File: config.mk
export PLATFORM = sky130hd
export DESIGN_NAME = uart_tx_fifo
export DESIGN_NICKNAME = d
export VERILOG_FILES = /design/src/rtl/uart_pkg.sv /design/src/rtl/uart_sync_fifo.sv /design/src/rtl/uart_tx_fifo.sv
export SDC_FILE = /design/constraint.sdc
export NUM_CORES = 1
export LEC_CHECK = 0
export ABC_AREA = 1
export BUFFER_PORTS_ARGS = -buffer_cell sky130_fd_sc_hd__buf_2
export CAP_MARGIN = 25
export CORE_MARGIN = 5
export CORE_UTILIZATION = 60
export CTS_BUF_LIST = sky130_fd_sc_hd__clkbuf_4 sky130_fd_sc_hd__clkbuf_8 sky130_fd_sc_hd__clkbuf_16
export CTS_CLUSTER_DIAMETER = 30
export DETAILED_ROUTE_END_ITERATION = 6
export GPL_TIMING_DRIVEN = 0
export PLACE_DENSITY_LB_ADDON = 0.1
export SYNTH_ARGS = -nofsm -noshare
export SYNTH_HDL_FRONTEND = slang
export SYNTH_SLANG_ARGS = --single-unit
export TNS_END_PERCENT = 1
File: constraint.sdc
create_clock -name clk_master -period 2.75 [get_ports clk_master]
set_clock_uncertainty 0.1 [all_clocks]
set_input_delay 0.4125 -clock clk_master [delete_from_list [all_inputs] [get_ports clk_master]]
set_output_delay 0.4125 -clock clk_master [all_outputs]
set_load 0.01 [all_outputs]
File: src/rtl/uart_pkg.sv
// Shared UART transmitter definitions: FSM state encoding and legal parameter ranges.
// The parity state is only present when UART_TX_PARITY_EN is defined.
package uart_pkg;

    localparam int unsigned DataBitsMin  = 5;
    localparam int unsigned DataBitsMax  = 9;
    localparam int unsigned StopBitsMin  = 1;
    localparam int unsigned StopBitsMax  = 2;
    localparam int unsigned OvsMin       = 4;
    localparam int unsigned OvsMax       = 32;
    localparam int unsigned FifoDepthMin = 2;
    localparam int unsigned FifoDepthMax = 64;

    typedef enum logic [2:0] {
        StIdle   = 3'd0,
        StStart  = 3'd1,
        StData   = 3'd2,
`ifdef UART_TX_PARITY_EN
        StParity = 3'd3,
`endif
        StStop   = 3'd4
    } tx_state_e;

    function automatic bit cfg_legal(input int unsigned data_bits, input int unsigned stop_bits,
                                     input int unsigned ovs, input int unsigned depth);
        bit ok;
        ok = (data_bits >= DataBitsMin) && (data_bits <= DataBitsMax);
        ok = ok && (stop_bits >= StopBitsMin) && (stop_bits <= StopBitsMax);
        ok = ok && (ovs >= OvsMin) && (ovs <= OvsMax);
        ok = ok && (depth >= FifoDepthMin) && (depth <= FifoDepthMax);
        ok = ok && ((depth & (depth - 1)) == 0);
        return ok;
    endfunction

endpackage

File: src/rtl/uart_sync_fifo.sv
// Synchronous show-ahead FIFO: rdata_o presents the head entry whenever the FIFO is not empty.
// A push while full is accepted only if a pop happens in the same cycle.
module uart_sync_fifo #(
    parameter int unsigned WIDTH = 8,
    parameter int unsigned DEPTH = 4
) (
    input  logic             clk_master,
    input  logic             rst_i,
    input  logic             push_i,
    input  logic [WIDTH-1:0] wdata_i,
    input  logic             pop_i,
    output logic [WIDTH-1:0] rdata_o,
    output logic             full_o,
    output logic             empty_o
);

    localparam int unsigned AddrW  = $clog2(DEPTH);
    localparam int unsigned CountW = AddrW + 1;

    logic [AddrW-1:0]  wr_ptr_q, wr_ptr_d;
    logic [AddrW-1:0]  rd_ptr_q, rd_ptr_d;
    logic [CountW-1:0] count_q, count_d;
    logic [WIDTH-1:0]  mem_q [DEPTH];
    logic              push_ok, pop_ok;

    assign empty_o = (count_q == '0);
    assign full_o  = (count_q == CountW'(DEPTH));
    assign pop_ok  = pop_i & ~empty_o;
    assign push_ok = push_i & (~full_o | pop_ok);
    assign rdata_o = mem_q[rd_ptr_q];

    always_comb begin
        wr_ptr_d = wr_ptr_q;
        rd_ptr_d = rd_ptr_q;
        count_d  = count_q;
        if (push_ok) begin
            wr_ptr_d = wr_ptr_q + AddrW'(1);
        end
        if (pop_ok) begin
            rd_ptr_d = rd_ptr_q + AddrW'(1);
        end
        unique case ({push_ok, pop_ok})
            2'b10:   count_d = count_q + CountW'(1);
            2'b01:   count_d = count_q - CountW'(1);
            default: count_d = count_q;
        endcase
    end

    always_ff @(posedge clk_master or posedge rst_i) begin
        if (rst_i) begin
            wr_ptr_q <= '0;
            rd_ptr_q <= '0;
            count_q  <= '0;
        end else begin
            wr_ptr_q <= wr_ptr_d;
            rd_ptr_q <= rd_ptr_d;
            count_q  <= count_d;
        end
    end

    // Storage carries no reset; the count alone decides which entries are valid.
    always_ff @(posedge clk_master) begin
        if (push_ok) begin
            mem_q[wr_ptr_q] <= wdata_i;
        end
    end

endmodule

File: src/rtl/uart_tx_fifo.sv
// UART transmitter fed by a write FIFO: start bit, LSB-first data, optional parity, stop bits.
// Define UART_TX_PARITY_EN to add the parity bit and the par_odd_i port.
module uart_tx_fifo
    import uart_pkg::*;
#(
    parameter int unsigned DATA_BITS  = 8,
    parameter int unsigned STOP_BITS  = 1,
    parameter int unsigned OVS        = 16,
    parameter int unsigned FIFO_DEPTH = 4
) (
    input  logic                 clk_master,
    input  logic                 rst_i,
    input  logic                 tick,
    input  logic                 tx_en,
    input  logic [DATA_BITS-1:0] data_i,
    input  logic                 data_we_i,
`ifdef UART_TX_PARITY_EN
    input  logic                 par_odd_i,
`endif
    output logic                 tx_o,
    output logic                 tx_done,
    output logic                 full_o,
    output logic                 empty_o,
    output logic                 overflow_o
);

    localparam int unsigned StopTicks = STOP_BITS * OVS;
    localparam int unsigned CntW      = $clog2(StopTicks);
    localparam int unsigned BitW      = $clog2(DATA_BITS);

    tx_state_e            state_q, state_d;
    logic [CntW-1:0]      cnt_q, cnt_d, cnt_last;
    logic [BitW-1:0]      bit_cnt_q, bit_cnt_d;
    logic [DATA_BITS-1:0] shreg_q, shreg_d;
    logic [DATA_BITS-1:0] fifo_rdata;
    logic                 tx_q, tx_d;
    logic                 done_q, done_d;
    logic                 overflow_q, overflow_d;
    logic                 fifo_pop, fifo_full, fifo_empty;
    logic                 start_ok, start_now, bit_end, last_bit;
`ifdef UART_TX_PARITY_EN
    logic                 parity_q, parity_d;
`endif

    uart_sync_fifo #(
        .WIDTH(DATA_BITS),
        .DEPTH(FIFO_DEPTH)
    ) u_fifo (
        .clk_master(clk_master),
        .rst_i     (rst_i),
        .push_i    (data_we_i),
        .wdata_i   (data_i),
        .pop_i     (fifo_pop),
        .rdata_o   (fifo_rdata),
        .full_o    (fifo_full),
        .empty_o   (fifo_empty)
    );

    assign full_o     = fifo_full;
    assign empty_o    = fifo_empty;
    assign tx_o       = tx_q;
    assign tx_done    = done_q;
    assign overflow_o = overflow_q;

    // The stop phase is the only one that lasts longer than a single bit period.
    assign cnt_last  = (state_q == StStop) ? CntW'(StopTicks - 1) : CntW'(OVS - 1);
    assign bit_end   = tick & (cnt_q == cnt_last);
    assign last_bit  = (bit_cnt_q == BitW'(DATA_BITS - 1));
    assign start_ok  = tx_en & ~fifo_empty;
    assign start_now = tick & start_ok &
                       ((state_q == StIdle) | ((state_q == StStop) & bit_end));
    assign fifo_pop  = start_now;

    // A dropped write is one the FIFO cannot take because it is full and not draining.
    assign overflow_d = data_we_i & fifo_full & ~fifo_pop;

    always_ff @(posedge clk_master) begin
        assert (cfg_legal(DATA_BITS, STOP_BITS, OVS, FIFO_DEPTH))
            else $fatal(1, "uart_tx_fifo: parameter set out of range");
    end

    // State register.
    always_ff @(posedge clk_master or posedge rst_i) begin
        if (rst_i) begin
            state_q    <= StIdle;
            cnt_q      <= '0;
            bit_cnt_q  <= '0;
            shreg_q    <= '0;
            tx_q       <= 1'b1;
            done_q     <= 1'b0;
            overflow_q <= 1'b0;
`ifdef UART_TX_PARITY_EN
            parity_q   <= 1'b0;
`endif
        end else begin
            state_q    <= state_d;
            cnt_q      <= cnt_d;
            bit_cnt_q  <= bit_cnt_d;
            shreg_q    <= shreg_d;
            tx_q       <= tx_d;
            done_q     <= done_d;
            overflow_q <= overflow_d;
`ifdef UART_TX_PARITY_EN
            parity_q   <= parity_d;
`endif
        end
    end

    // Next-state and bit timing; nothing advances on cycles without a tick.
    always_comb begin
        state_d   = state_q;
        cnt_d     = cnt_q;
        bit_cnt_d = bit_cnt_q;
        if (tick) begin
            unique case (state_q)
                StIdle: begin
                    if (start_ok) begin
                        state_d = StStart;
                        cnt_d   = '0;
                    end
                end
                StStart: begin
                    if (bit_end) begin
                        state_d   = StData;
                        cnt_d     = '0;
                        bit_cnt_d = '0;
                    end else begin
                        cnt_d = cnt_q + CntW'(1);
                    end
                end
                StData: begin
                    if (bit_end) begin
                        cnt_d = '0;
                        if (last_bit) begin
                            bit_cnt_d = '0;
`ifdef UART_TX_PARITY_EN
                            state_d   = StParity;
`else
                            state_d   = StStop;
`endif
                        end else begin
                            bit_cnt_d = bit_cnt_q + BitW'(1);
                        end
                    end else begin
                        cnt_d = cnt_q + CntW'(1);
                    end
                end
`ifdef UART_TX_PARITY_EN
                StParity: begin
                    if (bit_end) begin
                        state_d = StStop;
                        cnt_d   = '0;
                    end else begin
                        cnt_d = cnt_q + CntW'(1);
                    end
                end
`endif
                StStop: begin
                    if (bit_end) begin
                        state_d = start_ok ? StStart : StIdle;
                        cnt_d   = '0;
                    end else begin
                        cnt_d = cnt_q + CntW'(1);
                    end
                end
                default: begin
                    state_d = StIdle;
                    cnt_d   = '0;
                end
            endcase
        end
    end

    // Registered line value, shifter and end-of-frame pulse.
    always_comb begin
        tx_d    = tx_q;
        done_d  = 1'b0;
        shreg_d = shreg_q;
`ifdef UART_TX_PARITY_EN
        parity_d = parity_q;
`endif
        if (tick) begin
            unique case (state_q)
                StIdle: begin
                    tx_d = 1'b1;
                end
                StStart: begin
                    if (bit_end) begin
                        tx_d    = shreg_q[0];
                        shreg_d = shreg_q >> 1;
                    end
                end
                StData: begin
                    if (bit_end) begin
                        if (last_bit) begin
`ifdef UART_TX_PARITY_EN
                            tx_d = parity_q;
`else
                            tx_d = 1'b1;
`endif
                        end else begin
                            tx_d    = shreg_q[0];
                            shreg_d = shreg_q >> 1;
                        end
                    end
                end
`ifdef UART_TX_PARITY_EN
                StParity: begin
                    if (bit_end) begin
                        tx_d = 1'b1;
                    end
                end
`endif
                StStop: begin
                    if (bit_end) begin
                        tx_d   = 1'b1;
                        done_d = 1'b1;
                    end
                end
                default: begin
                    tx_d = 1'b1;
                end
            endcase
        end
        // Loading a new word overrides the idle/stop level with the start bit.
        if (start_now) begin
            tx_d    = 1'b0;
            shreg_d = fifo_rdata;
`ifdef UART_TX_PARITY_EN
            parity_d = (^fifo_rdata) ^ par_odd_i;
`endif
        end
    end

endmodule

# After elaboration in Yosys (flattened, before gate mapping)
# Memories as Yosys holds them, arrays and structs flattened.
# Index checks and enable logic that the tools add are counted.
# W data, S select, Z words.
[totals] regBits=28 word_cells=93 n_memories=1 output_inout_bits=5 ramBits=32 input_bits=13
[memory_table] name="u_fifo.mem_q" words=4 width=8 read_ports=1 rd_clocked_by_memory_dff=0 wr=1 line_no="uart_sync_fifo.sv:23" source="logic [WIDTH-1:0] mem_q [DEPTH];"
[classes] eq_ne=17 n_bitwise=14 n_reduce_logical=12 add_sub_neg=6 muxes=33
[op_table] operator="$mux W8" count=5
[op_table] operator="$mux W3" count=8
[op_table] operator="$pmux W8 S2" count=1
[op_table] operator="$mux W1" count=12
[op_table] operator="$ne A3 B3 Y1 const B" count=4
[op_table] operator="$pmux W3 S2" count=2
[op_table] operator="$pmux W3 S4" count=1
[op_table] operator="$ne A2 B2 Y1 const B" count=5
[op_table] operator="$and A1 B1 Y1" count=9
[op_table] operator="$eq A3 B3 Y1 const B" count=3
[op_table] operator="$mux W4" count=2
[op_table] operator="$pmux W4 S2" count=1
[op_table] operator="$reduce_and A4 Y1" count=2
[op_table] operator="$add A3 B1 Y3 const B" count=2
[op_table] operator="$logic_not A3 Y1" count=2
[op_table] operator="$reduce_and A6 Y1" count=1
[op_table] operator="$reduce_bool A2 Y1" count=3
[op_table] operator="$reduce_and A5 Y1" count=1
[op_table] operator="$add A2 B1 Y2 const B" count=2
[op_table] operator="$add A4 B1 Y4 const B" count=1
[op_table] operator="$eq A4 B4 Y1 const B" count=1
[op_table] operator="$eq A3 B1 Y1 const B" count=1
[op_table] operator="$eq A3 B2 Y1 const B" count=1
[op_table] operator="$not A1 Y1" count=3
[op_table] operator="8 further kinds" count=9

# Depth between registers and ports, before layout
[logic_depth] word_depth=10 mapped_depth=14 mapped_depth_nobuf=14

# By module
# Synthesis repeated with hierarchy kept, for this count alone.
[unflattened] hier_cells=300 hier_area_um2=2896.5
[by_module_without_submodules] mod="uart_sync_fifo" cells_per_inst=149 seq_area_each_um2=1136.1 n_inst=1 area_each_um2=1706.6
[by_module_without_submodules] mod="uart_tx_fifo" cells_per_inst=151 seq_area_each_um2=526.8 n_inst=1 area_each_um2=1189.9

# Least setup slack after synthesis
# No wires, ideal clock.
[synth_path] kind="register to register" from="register cnt_q[0]" to="register u_fifo.count_q[2]" path_slack_ns=0.406 synth_period_minus_slack_ns=2.344 setup_time_ns=0.131 required_time_ns=2.519 stages_incl_launch_ff=15 t_arrival_ns=2.113 path_cell_list="dfrtp_1 -> ha_1 -> nand2_2 -> nor2_8 -> nand2_4 -> nand2_8 -> nand2_8 -> nand2_2 -> nand2_2 -> ha_1 -> inv_1 -> fa_1 -> a21oi_1 -> o21ai_0 -> xor2_1"
[synth_between] elab_chain_cells=10 word_cells_on_any_way=12 classes_between="eq/ne: 3; mux: 1; bitwise: 7; reduce/logical: 1"
[synth_lines] item="start, declared" line_no="uart_tx_fifo.sv:32" source="logic [CntW-1:0] cnt_q, cnt_d, cnt_last;"
[synth_lines] item="start signal, assigned" line_no="uart_tx_fifo.sv:97" source="cnt_q <= cnt_d;"
[synth_lines] item="$eq A4 B4 Y1 *" line_no="uart_tx_fifo.sv:67" source="assign bit_end = tick & (cnt_q == cnt_last);"
[synth_lines] item="$and A1 B1 Y1 *" line_no="uart_tx_fifo.sv:67"
[synth_lines] item="$and A1 B1 Y1 *" line_no="uart_tx_fifo.sv:71" source="((state_q == StIdle) | ((state_q == StStop) & bit_end));"
[synth_lines] item="$or A1 B1 Y1 *" line_no="uart_tx_fifo.sv:71"
[synth_lines] item="$and A1 B1 Y1 *" line_no="uart_tx_fifo.sv:70" source="assign start_now = tick & start_ok &"
[synth_lines] item="$and A1 B1 Y1 *" line_no="uart_sync_fifo.sv:28" source="assign pop_ok = pop_i & ~empty_o;"
[synth_lines] item="$or A1 B1 Y1" line_no="uart_sync_fifo.sv:29" source="assign push_ok = push_i & (~full_o | pop_ok);"
[synth_lines] item="$and A1 B1 Y1" line_no="uart_sync_fifo.sv:29"
[synth_lines] item="$eq A2 B1 Y1 or $eq A2 B2 Y1 (tied branches)" line_no="uart_sync_fifo.sv:42" source="unique case ({push_ok, pop_ok})"
[synth_lines] item="$pmux W3 S2 or $reduce_bool A2 Y1 (tied branches)"
[synth_lines] item="end signal, assigned" line_no="uart_sync_fifo.sv:57" source="count_q <= count_d;"
[synth_lines] item="end, declared" line_no="uart_sync_fifo.sv:22" source="logic [CountW-1:0] count_q, count_d;"
# Every way passes the cells marked *; elsewhere a longest branch is shown, timed or not.
# A chain may end at the register's enable or synchronous reset.

# Worst setup path after layout
[layout_path] from="register cnt_q[0]" to="register u_fifo.count_q[2]"
[layout_between] elab_chain_cells=10 word_cells_on_any_way=12 classes_between="eq/ne: 3; mux: 1; bitwise: 7; reduce/logical: 1"
[layout_lines] item="$eq A4 B4 Y1 *" line_no="uart_tx_fifo.sv:67"
[layout_lines] item="$and A1 B1 Y1 *" line_no="uart_tx_fifo.sv:67"
[layout_lines] item="$and A1 B1 Y1 *" line_no="uart_tx_fifo.sv:71"
[layout_lines] item="$or A1 B1 Y1 *" line_no="uart_tx_fifo.sv:71"
[layout_lines] item="$and A1 B1 Y1 *" line_no="uart_tx_fifo.sv:70"
[layout_lines] item="$and A1 B1 Y1 *" line_no="uart_sync_fifo.sv:28"
[layout_lines] item="net u_fifo.pop_ok" line_no="uart_sync_fifo.sv:24" source="logic push_ok, pop_ok;"
[layout_lines] item="$or A1 B1 Y1" line_no="uart_sync_fifo.sv:29"
[layout_lines] item="$and A1 B1 Y1" line_no="uart_sync_fifo.sv:29"
[layout_lines] item="$eq A2 B1 Y1 or $eq A2 B2 Y1 (tied branches)" line_no="uart_sync_fifo.sv:42"
[layout_lines] item="$pmux W3 S2 or $reduce_bool A2 Y1 (tied branches)"
# Mark *: on every way through the listed nets, which the timed path passes. The rest lies on a longest branch.

==> qor.yml <==
synthesis:
  ys_types: 34
  syn_inst: 302
  ys_seq_area_share_pct: 57.2
  synth_top_area_share_pct: 33.0
  synthTopCellsByCount: "nand2_1, edfxtp_1, inv_1"
  ys_ff_latch: 60
  synth.most_common_cell: "nand2_1"
  synthFlopType: "edfxtp_1"
  yosys_warnings: 0
  syn_area_sq_mm: 0.00291
  synth_enable_flop_cells: 32
  postSynthAreaPerCell_sq_um: 9.63
  synth-async-reset-ratio_pct: 46.7
  yosys.area.top_type: "edfxtp_1"
  synthTopCellsByArea: "edfxtp_1, dfrtp_1, nand2_1"
  syn-num-nets: 324
job:
  maxCapViolCount: 0
clock_tree:
  clockRootBuffer: "clkbuf_8"
  cts_buffers: 9
  clk_latency_ps: 340
  clk_path_buf_depth: 2
  clock-sinks: 60
  clkTransAtPathRegs_ps: 70
  cts.htree.levels: 3
  cts_tree: "yes"
worst_setup_path:
  path_depth: 14
  crit_end: "u_fifo.count_q[2]$_DFFE_PP0P_"
  cp_max_fo: 10
  slowest_delay_ps: 380
  path_class: "register to register"
  cp_cell_sequence: "ha_1 > nand2_2 > nor2_8 > nand2_4 > nand2_8 > nand2_8 > buf_8 > clkinv_2 > ha_1 > inv_1 > fa_1 > a21oi_1 > o21ai_0 > xor2_1"
  startpoint_type: "register"
  arrival_ps: 2620
  cp_num_buf_inv: 3
  rr_startpoint: "cnt_q[0]$_DFFE_PP0P_"
  cpMaxStageDelayCell: "fa_1"
  reg2reg_depth: 14
  cp.required_ps: 2870
  r2r_end: "u_fifo.count_q[2]$_DFFE_PP0P_"
  endpoint_kind: "register"
  r2r_slack_ps: 250
  critPathTopFamily: "adder cells"
  startpoint: "cnt_q[0]$_DFFE_PP0P_"
timing:
  fmax_mhz: 400
  rsz0062_at_grt: "no"
  setup_tns_ps: 0
  setup_viol: 0
  post-route-worst-setup-slack_ps: 251
  timing.final.crit_share_pct: 90.9
  tightest_slew_ps: 838
  hold_viol: 0
  max_slew_margin_pct: 43.9
  slew_viol_final: 0
  post-route-min-period_ps: 2500
routing:
  ant_nets: 0
  wl_microns: 5210
  viasPerCell: 4.95
  avgRoutedWirePerCell_microns: 12.9
  dr.pass1.iters: 4
  vias: 1998
  post-route-drc-count: 0
  drt_first_iter_violations: 110
cells_and_area:
  fin_util_pct: 71.5
  final-seq-area_sq_mm: 0.00166
  fillerInstances: 353
  multi_input_area_sq_mm: 0.00107
  layout.nets: 354
  syn_to_final_growth_pct: 16.1
  n_antenna_cell: 0
  layout-drive-gt1-share_pct: 21.7
hold_path:
  min_path_type: "input port to register"
power:
  pwr-share-seq_pct: 36.2
  power_frac_comb_pct: 34.6
  powerDensity_mw_per_mm2: 1060
  p_int_mw: 2.29
  p_sw_share_pct: 36.0
  leakage_nw: 1.66
  pwr-share-clk_pct: 29.2
  netSwitchingPower_mw: 1.29
  max-vdd-ir-drop_uv: 651
floorplan:
  chipWidth_microns: 79.6
  core_sq_mm: 0.00472
  die-area_sq_mm: 0.00634
  initial_utilization_pct: 61.6
  pin_count: 18
  rows: 25
  die_h_microns: 79.6
grt:
  grt_usage_pct: 19.2
  grt_max_degree: 24
  grt-ovfl-total: 0
  antenna_found_initial: 0
  grt_pass1_vias: 1953
  grt_pass1_wl_microns: 8910
placed_design:
  pre_cts_slack_ps: 256
  dpl.hpwl_microns: 3550
  port-buffer-count: 17
  gp_congestion: 0.801
status:
  status: "complete, no violations"
[placed cells by master (no fill, tap or decap), types with 2 or more instances in the layout]
cell type and n:
nand3_1 16, bufinv_16 4, clkbuf_8 9, nand4_1 4
dfrtp_1 27, nor3_1 2, nor2_2 4, xor2_1 2
inv_2 5, nand3_2 2, clkinv_2 3, edfxtp_1 32
a21oi_1 4, inv_1 28, nand2_2 13, buf_2 21
nor2_1 17, nor2_8 2, nand2_8 2, ha_1 8
nand2_1 98, o21ai_0 17
[layer usage]
layer | part of all wire [%] | GRT usage (%)
met5 | 0 | 0
met4 | 2.2 | 10.3
met3 | 3.8 | 5.08
met2 | 48 | 30.9
met1 | 46 | 23.5
[through the flow]
step                      std cells  hold slack (ps)  total power, mW  instance area (sq um)
after global placement          386              356             2.49                   3080
final                           404              184             3.58                   3380
after detailed placement        387              275             2.54                   3100
after CTS                       404              170             3.60                   3380
after floorplan                 302              344             2.24                   2910
after global routing            404              172             3.83                   3380
[final cells by class]
cell class / count / share of cell area (%)
buffer: 6 / 1.15
clock inverter: 7 / 4.11
inverter: 35 / 3.93
sequential: 60 / 49.2
multi-input combinational: 201 / 31.8
tap: 67 / 2.48
timing repair buffer: 19 / 3.63
clock buffer: 9 / 3.67
[flip-flops by register name, indices dropped and copies added, names as in the netlist]
signal and flops:
bit_cnt_q 3, tx_o 1, cnt_q 4, u_fifo.rd_ptr_q 2, shreg_q 8, u_fifo.mem_q 32
u_fifo.wr_ptr_q 2, state_q 3, overflow_o 1, tx_done 1, u_fifo.count_q 3
[kinds of logic (layout without fill, tap and decap cells)]
kind of cell	Yosys count	count (layout)	share of synthesized area (%)
AND/OR/NAND/NOR	162	162	26.5
flip-flops	60	60	57.2
buffers and inverters	41	76	5.89
AO/OA/AOI/OAI	27	27	5.38
adder cells (fa/ha/maj)	9	9	4.13
XOR/XNOR	3	3	0.904
[repair_timing]
item | CTS | global route
gates resized for setup | 0 | 0
hold endpoints to repair | 5 | 0
buffers inserted | 0 | 0
hold buffers | 1 | 0
[worst min-delay path by stage]
stage                      startpoint                            to  slack, ps  cells after the start
2_1_floorplan  shreg_q[0]$_DFFE_PP0P_        shreg_q[0]$_DFFE_PP0P_        340                      2
3_3_place_gp         tx_o$_DFFE_PP1P_              tx_o$_DFFE_PP1P_        360                      2
3_5_place_dp                    rst_i          overflow_o$_DFF_PP0_        270                      2
4_1_cts                     data_i[4]  u_fifo.mem_q[3][4]$_DFFE_PP_        170                      1
5_1_grt                     data_i[1]  u_fifo.mem_q[2][1]$_DFFE_PP_        170                      1
6_report                    data_i[4]  u_fifo.mem_q[3][4]$_DFFE_PP_        180                      1
[power groups by stage]
stage,logic (mW),registers (mW),clock network (mW)
CTS,1.25,1.29,1.06
finish,1.24,1.29,1.04
floorplan,0.941,1.29,0
detailed placement,1.23,1.31,0
global placement,1.19,1.30,0
global route,1.41,1.32,1.10
No activity file was read; power rests on OpenSTA's default activity.
